**config.mk**
```make
export PLATFORM = sky130hd
export DESIGN_NAME = rr_req_arbiter
export DESIGN_NICKNAME = d
export VERILOG_FILES = /design/src/rtl/rr_req_arbiter.sv
export SDC_FILE = /design/constraint.sdc
export NUM_CORES = 1
export LEC_CHECK = 0
export CAP_MARGIN = 20
export CORE_MARGIN = 2
export CORE_UTILIZATION = 25
export DETAILED_ROUTE_END_ITERATION = 8
export PLACE_DENSITY = 0.51
export SETUP_SLACK_MARGIN = 0.1
export SYNTH_ARGS = -nofsm -noshare
export SYNTH_HDL_FRONTEND = slang
export SYNTH_SLANG_ARGS = --single-unit
```
**constraint.sdc**
```tcl
create_clock -name i_clk -period 0.9 [get_ports i_clk]
set_input_delay 0.09 -clock i_clk [delete_from_list [all_inputs] [get_ports i_clk]]
set_output_delay 0.09 -clock i_clk [all_outputs]
set_load 0.01 [all_outputs]
```
**src/rtl/rr_req_arbiter.sv**
```systemverilog
// Round-robin request arbiter with a bounded grant tenure (time slice) and a one-cycle release gap.
// Defining RR_ARB_LOCK_EN adds an i_lock input that lets the owner run past slice expiry.
module rr_req_arbiter #(
    parameter int N_REQ        = 8,
    parameter int IDX_W        = 4,
    parameter int SLICE_CYCLES = 16
) (
    input  logic             i_clk,
    input  logic             i_reset,
    input  logic [N_REQ-1:0] i_req,
    input  logic             i_done,
`ifdef RR_ARB_LOCK_EN
    input  logic             i_lock,
`endif
    output logic [N_REQ-1:0] o_grant,
    output logic [IDX_W-1:0] o_grant_idx,
    output logic             o_grant_valid
);

    localparam int               CNT_W    = $clog2(SLICE_CYCLES);
    localparam logic [CNT_W-1:0] CNT_LAST = CNT_W'(SLICE_CYCLES - 1);
    localparam logic [IDX_W-1:0] IDX_LAST = IDX_W'(N_REQ - 1);

    typedef enum logic [1:0] {
        IDLE,
        GRANT,
        RELEASE
    } state_t;

    state_t           state_q, state_d;
    logic [N_REQ-1:0] grant_q, grant_d;
    logic [IDX_W-1:0] idx_q, idx_d;
    logic [IDX_W-1:0] ptr_q, ptr_d;
    logic             valid_q, valid_d;
    logic [CNT_W-1:0] cnt_q, cnt_d;

    logic             rst_sync_n;
    logic             lock_active;
    logic             sel_found;
    logic [IDX_W-1:0] sel_idx;
    logic             owner_req;
    logic             others_req;
    logic             slice_end;
    logic             release_now;

    // Assertion is immediate; deassertion waits for one rising edge.
    always_ff @(posedge i_clk or negedge i_reset) begin
        if (!i_reset) rst_sync_n <= 1'b0;
        else          rst_sync_n <= 1'b1;
    end

`ifdef RR_ARB_LOCK_EN
    assign lock_active = i_lock;
`else
    assign lock_active = 1'b0;
`endif

    // Scan from the highest offset down so the nearest request at or after the pointer wins.
    always_comb begin
        int cand;
        cand      = 0;
        sel_found = 1'b0;
        sel_idx   = '0;
        for (int off = N_REQ - 1; off >= 0; off--) begin
            cand = int'(ptr_q) + off;
            if (cand >= N_REQ) cand = cand - N_REQ;
            if ((i_req & (N_REQ'(1) << cand)) != '0) begin
                sel_found = 1'b1;
                sel_idx   = IDX_W'(cand);
            end
        end
    end

    assign owner_req   = |(i_req & grant_q);
    assign others_req  = |(i_req & ~grant_q);
    assign slice_end   = (cnt_q == CNT_LAST);
    assign release_now = i_done | ~owner_req | (slice_end & others_req & ~lock_active);

    always_comb begin
        state_d = state_q;
        grant_d = grant_q;
        idx_d   = idx_q;
        valid_d = valid_q;
        ptr_d   = ptr_q;
        cnt_d   = cnt_q;
        case (state_q)
            IDLE, RELEASE: begin
                if (sel_found) begin
                    state_d = GRANT;
                    grant_d = N_REQ'(1) << sel_idx;
                    idx_d   = sel_idx;
                    valid_d = 1'b1;
                    cnt_d   = '0;
                end else begin
                    state_d = IDLE;
                    grant_d = '0;
                    valid_d = 1'b0;
                end
            end
            GRANT: begin
                if (release_now) begin
                    state_d = RELEASE;
                    grant_d = '0;
                    valid_d = 1'b0;
                    cnt_d   = '0;
                    ptr_d   = (idx_q == IDX_LAST) ? '0 : idx_q + IDX_W'(1);
                end else if (!slice_end) begin
                    cnt_d = cnt_q + CNT_W'(1);
                end else if (!lock_active) begin
                    cnt_d = '0;
                end
            end
            default: begin
                state_d = IDLE;
                grant_d = '0;
                valid_d = 1'b0;
            end
        endcase
    end

    always_ff @(posedge i_clk or negedge rst_sync_n) begin
        if (!rst_sync_n) begin
            state_q <= IDLE;
            grant_q <= '0;
            idx_q   <= '0;
            valid_q <= 1'b0;
            ptr_q   <= '0;
            cnt_q   <= '0;
        end else begin
            state_q <= state_d;
            grant_q <= grant_d;
            idx_q   <= idx_d;
            valid_q <= valid_d;
            ptr_q   <= ptr_d;
            cnt_q   <= cnt_d;
        end
    end

    assign o_grant       = grant_q;
    assign o_grant_idx   = idx_q;
    assign o_grant_valid = valid_q;

endmodule

```
After elaboration in Yosys (flattened, before gate mapping)

Index checks and enable logic that the tools add are counted.

$add $sub $neg: 17
Multipliers: 0
Divide/modulo/power cells: 0
Order comparisons: 8
Equality and inequality tests: 6
Shift operators: 9
Muxes and demuxes: 38
Bitwise operators: 15
Reductions and logical operators: 16

Operators with widths:

| kind                                                                                | count |
|---|---|
| 32-bit two-way mux                                                                  | 8 |
| 1-bit by 32-bit left shift with 8-bit output, first input constant                  | 8 |
| 8-bit bitwise AND                                                                   | 10 |
| 8-bit nonzero test                                                                  | 8 |
| 4-bit two-way mux                                                                   | 12 |
| 5-bit by 4-bit subtractor with 6-bit output, second input constant                  | 7 |
| 5-bit by 4-bit greater-or-equal comparator with 1-bit output, second input constant | 7 |
| 4-bit by 3-bit adder with 5-bit output, second input constant                       | 4 |
| 8-bit two-way mux                                                                   | 2 |
| 8-bit case mux with 2 select lines                                                  | 1 |
| 8-bit OR reduction                                                                  | 2 |
| 1-bit two-way mux                                                                   | 11 |
| 4-bit by 2-bit adder with 5-bit output, second input constant                       | 2 |
| 4-bit by 1-bit adder with 4-bit output, second input constant                       | 2 |
| 8-bit NOT                                                                           | 1 |
| 4-bit case mux with 2 select lines                                                  | 1 |
| 1-bit by 4-bit left shift with 8-bit output, first input constant                   | 1 |
| 2-bit AND reduction                                                                 | 3 |
| 4-bit by 1-bit adder with 5-bit output, second input constant                       | 1 |
| 4-bit by 4-bit subtractor with 5-bit output, second input constant                  | 1 |
| 4-bit by 3-bit equality test with 1-bit output, second input constant               | 1 |
| 4-bit equality test, second input constant                                          | 1 |
| 4-bit greater-or-equal comparator, second input constant                            | 1 |
| 2-bit != test, second input constant                                                | 2 |
| other kinds (11)                                                                    | 12 |

Flip-flop bits (word level): 24
Latch bits: 0
Memory bits (writable): 0
ROM bits: 0
Output and inout port bits: 13
Logic and storage cells: 116
Memories kept: 0

Depth between registers and ports, before layout

Word-level depth: 17
Gate-level depth with buffers: 17

Worst setup path after synthesis

No wires, ideal clock.

Kind: reg-to-reg
Start: register ptr_q[1]
End: register grant_q[3] (netlist: o_grant[3])
Library setup time: 147 ps
Data arrival time: 3542 ps
Required time: 753 ps
Setup slack: -2789 ps
Stages on the path, launching flop included: 16
Period minus slack after synthesis: 3689 ps
Cells stage by stage: dfrtp_1 -> buf_2 -> clkinv_1 -> ha_1 -> a21oi_4 -> xor2_2 -> ha_1 -> nor2b_1 -> and3b_1 -> o32ai_1 -> o211ai_1 -> a21boi_0 -> a22oi_1 -> nor2_1 -> o31ai_1 -> o21ai_0

Word-level cells in the longest chain between the ends: 17

Ends and longest elaborated chain:

| item                                                                                                                        | line | text |
|---|---|---|
| start: declaration                                                                                                          | 33   | `logic [IDX_W-1:0] ptr_q, ptr_d;` |
| start signal: assignment                                                                                                    | 134  | `ptr_q <= ptr_d;` |
| 4-bit by 3-bit adder with 5-bit output                                                                                      | 65   | `cand = int'(ptr_q) + off;` |
| 5-bit by 4-bit subtractor with 6-bit output or 5-bit by 4-bit greater-or-equal comparator with 1-bit output (tied branches) | 66   | `if (cand >= N_REQ) cand = cand - N_REQ;` |
| 32-bit two-way mux                                                                                                          | 66   |  |
| 1-bit by 32-bit left shift with 8-bit output                                                                                | 67   | `if ((i_req & (N_REQ'(1) << cand)) != '0) begin` |
| 8-bit bitwise AND                                                                                                           | 67   |  |
| 8-bit nonzero test                                                                                                          | 67   |  |
| 4-bit two-way mux (8 in a row)                                                                                              | 67   |  |
| 1-bit by 4-bit left shift with 8-bit output                                                                                 | 90   | `grant_d = N_REQ'(1) << sel_idx;` |
| 8-bit two-way mux (*)                                                                                                       | 88   | `if (sel_found) begin` |
| 8-bit case mux with 2 select lines (*)                                                                                      | 86   | `case (state_q)` |
| end signal: assignment                                                                                                      | 131  | `grant_q <= grant_d;` |
| end: declaration                                                                                                            | 31   | `logic [N_REQ-1:0] grant_q, grant_d;` |

Mark *: on every way between the ends. The rest lies on a longest branch, timed or not.
A chain may end at the register's enable or synchronous reset.

Worst setup path in the final report

Start: register ptr_q[1]
End: register grant_q[0] (netlist: o_grant[0])

Same word-level chain as after synthesis.

==> reports/results.tsv <==
metric	value	unit
cp.arrival	3.49	ns
synth_flop_cell	dfrtp_1	
yosys.area_share.xor_xnor	0.0404	
critPathLaunchType	flip-flop	
grt_max_degree	19	
max_cap_violations	0	
antenna_found_initial	0	
clk_path_buf_depth	2	
drt_pass1_iterations	5	
wl	9200	µm
status	finished, violations left	
coreArea	10800	µm²
grt_pass1_vias	2995	
syn-cell-area	2760	µm²
slew_violations	0	
worstPathRequired	1.10	ns
grt_usage	0.156	
synth_compound_area_frac	0.265	
max_stage_delay	0.53	ns
start_util	0.255	
synth-seq-area-share	0.209	
path_cells	clkinv_8 -> ha_4 -> a21oi_4 -> xor2_2 -> ha_1 -> nor2b_4 -> and3b_1 -> o32ai_2 -> o211ai_1 -> and2_4 -> a41o_1 -> or4b_4 -> o21ai_2	
rsz0062_at_grt	yes	
dp_slack	-2.49	ns
synth_seq_cells	23	
grt-ovfl-total	0	
gp_congestion	0.940	
cts_root_buffer	clkbuf_8	
cp_max_fo	7	
drive_above_1_share	0.513	
synth_area_leaders	dfrtp_1 (21%), ha_1 (10%), mux4_2 (4.1%), mux2i_1 (4.0%), nand2_1 (3.8%)	
cts_tree	done	
syn_to_final_growth	65.6	%
vias_per_cell	5.03	
fin_crit_sh	3.66	
cp_slowest_cell	or4b_4	
final-hold-violation-count	0	
layout.nets	500	
synth_warnings	0	
insertion_delay	0.26	ns
holdWs	0.115	ns
io-pin-count	24	
syn_inst	321	
setup_viol	35	
synthSimpleGateAreaFrac	0.199	
synth_edf_count	0	
diodes	0	
relSlewSlack	0.653	
fin_skew	0.00342	ns
antenna_left	0	
yosysTopAreaCellShare	0.209	
finalWorstSetupSlack	-2.39	ns
fp.dieH	109	µm
clock-sinks	23	
syn_area_per_cell	8.59	µm²
tightest_slew	0.518	ns
dieArea	11900	µm²
synth_top_family_by_area	compound AO/OA/AOI/OAI gates	
finalCriticalPeriod	3.29	ns
synth_common_cells	nand2_1 (28), dfrtp_1 (23), ha_1 (22), inv_1 (22), nor2_1 (22)	
die_w	109	µm
yosysTopAreaCell	dfrtp_1	
path_class	flip-flop to flip-flop	
grt_pass1_wl	14800	µm
numPortBuffers	23	
drtIter0Drc	185	
htreeDepth	1	
dp_hpwl	7060	µm
fmax	0.304	GHz
hold_class	flip-flop to async pin	
yosysUniqueCellTypes	78	
drc	0	
wire_per_inst	15.2	µm
rows	38	
cts_made_buffers	3	
async_flop_share	1.00	
synth_fa_ha_area_frac	0.0999	
synth.most_common_cell	nand2_1	
crit_path_end_kind	flip-flop	
synth.mux.area_fraction	0.108	
vias	3047	
syn_nets	354	
violations	setup timing	
clkTransAtPathRegs	0.09	ns
-- critical path: cells and delay by family, from the launching register on --
family          cells  cell delay, ns
compound gates      5            0.93
xor+xnor            1            0.10
fa+ha+maj           2            0.46
buf+inv             1            0.11
flops               1            0.50
simple gates        4            1.13
-- layout by cell type, fill, tap and decap left out, types with 5 or more instances in the layout --
cell | netlist | layout
nor3_1 | 9 | 7
inv_1 | 22 | 19
mux2i_1 | 11 | 11
o21ai_0 | 21 | 11
ha_2 | 0 | 5
buf_4 | 2 | 112
buf_6 | 1 | 31
nand3b_1 | 6 | 6
o21ai_1 | 2 | 7
nand2_1 | 28 | 26
nor2_1 | 22 | 17
dlygate4sd2_1 | 0 | 5
o22ai_1 | 7 | 6
a22o_1 | 6 | 6
nand3_1 | 6 | 6
dfrtp_1 | 23 | 19
mux4_2 | 5 | 5
a22oi_1 | 6 | 6
ha_1 | 22 | 13
xnor2_2 | 1 | 5
o21ai_2 | 2 | 7
-- flip-flops by register name (all words and copies together) (netlist names) --
name and flops:
o_grant 8, cnt_q 4, o_grant_idx 4, ptr_q 4, state_q 2, rst_sync_n 1
-- metrics by stage --
| step | util | setup TNS (ns) | area (µm²) | cells |
|---|---|---|---|---|
| 6_report | 0.423 | -44.30 | 4560 | 606 |
| 3_3_place_gp | 0.374 | -48.15 | 4040 | 583 |
| 3_5_place_dp | 0.374 | -48.71 | 4040 | 583 |
| 5_1_grt | 0.423 | -47.93 | 4560 | 606 |
| 4_1_cts | 0.406 | -43.90 | 4380 | 601 |
| 2_1_floorplan | - | -39.37 | 2880 | 321 |
-- per-layer routing --
layer	vias up	track usage	wire, µm
met5	-	0	0
met1	1494	0.222	4350
met3	11	0.00956	263
met4	0	0.0220	68
met2	60	0.265	4520
li1	1482	-	-
-- cell type report --
type	instances	area (µm²)
clock buffers	3	41.3
inverters	24	113
repair buffers	158	1350
clock inverters	1	5.00
well taps	140	175
multi-input cells	257	2300
fillers	1033	6230
flip-flops and latches	23	581
-- final timing paths --
kind	startpoint	end	slack [ns]	cells past startpoint
max	ptr_q[1]	o_grant[0]	-2.39	13
min	rst_sync_n	ptr_q[2]	0.12	0
max reg2reg	ptr_q[1]	o_grant[0]	-2.39	13
min reg2reg	rst_sync_n	ptr_q[2]	0.12	0
max in group asynchronous	i_reset	rst_sync_n	0.31	2
min in group i_clk	o_grant_idx[3]	o_grant_idx[3]	0.56	1
-- logic make-up (layout without fill, tap and decap cells) --
family,Yosys count,after routing
AO/OA/AOI/OAI,98,98
AND/OR/NAND/NOR,104,104
other,1,1
buffers and inverters,41,186
XOR/XNOR,11,11
adder cells (fa/ha/maj),22,22
flip-flops,23,23
multiplexers,21,21
-- timing repair --
item,CTS,global route
endpoints found under the hold margin,1,0
setup endpoints to repair,35,35
hold buffers,1,0
buffers inserted,15,11
gates resized for setup,114,48
pin swaps,19,16
Power is not shown: default switching activity piles up to over one toggle a cycle in this logic, so the estimate is an artifact.
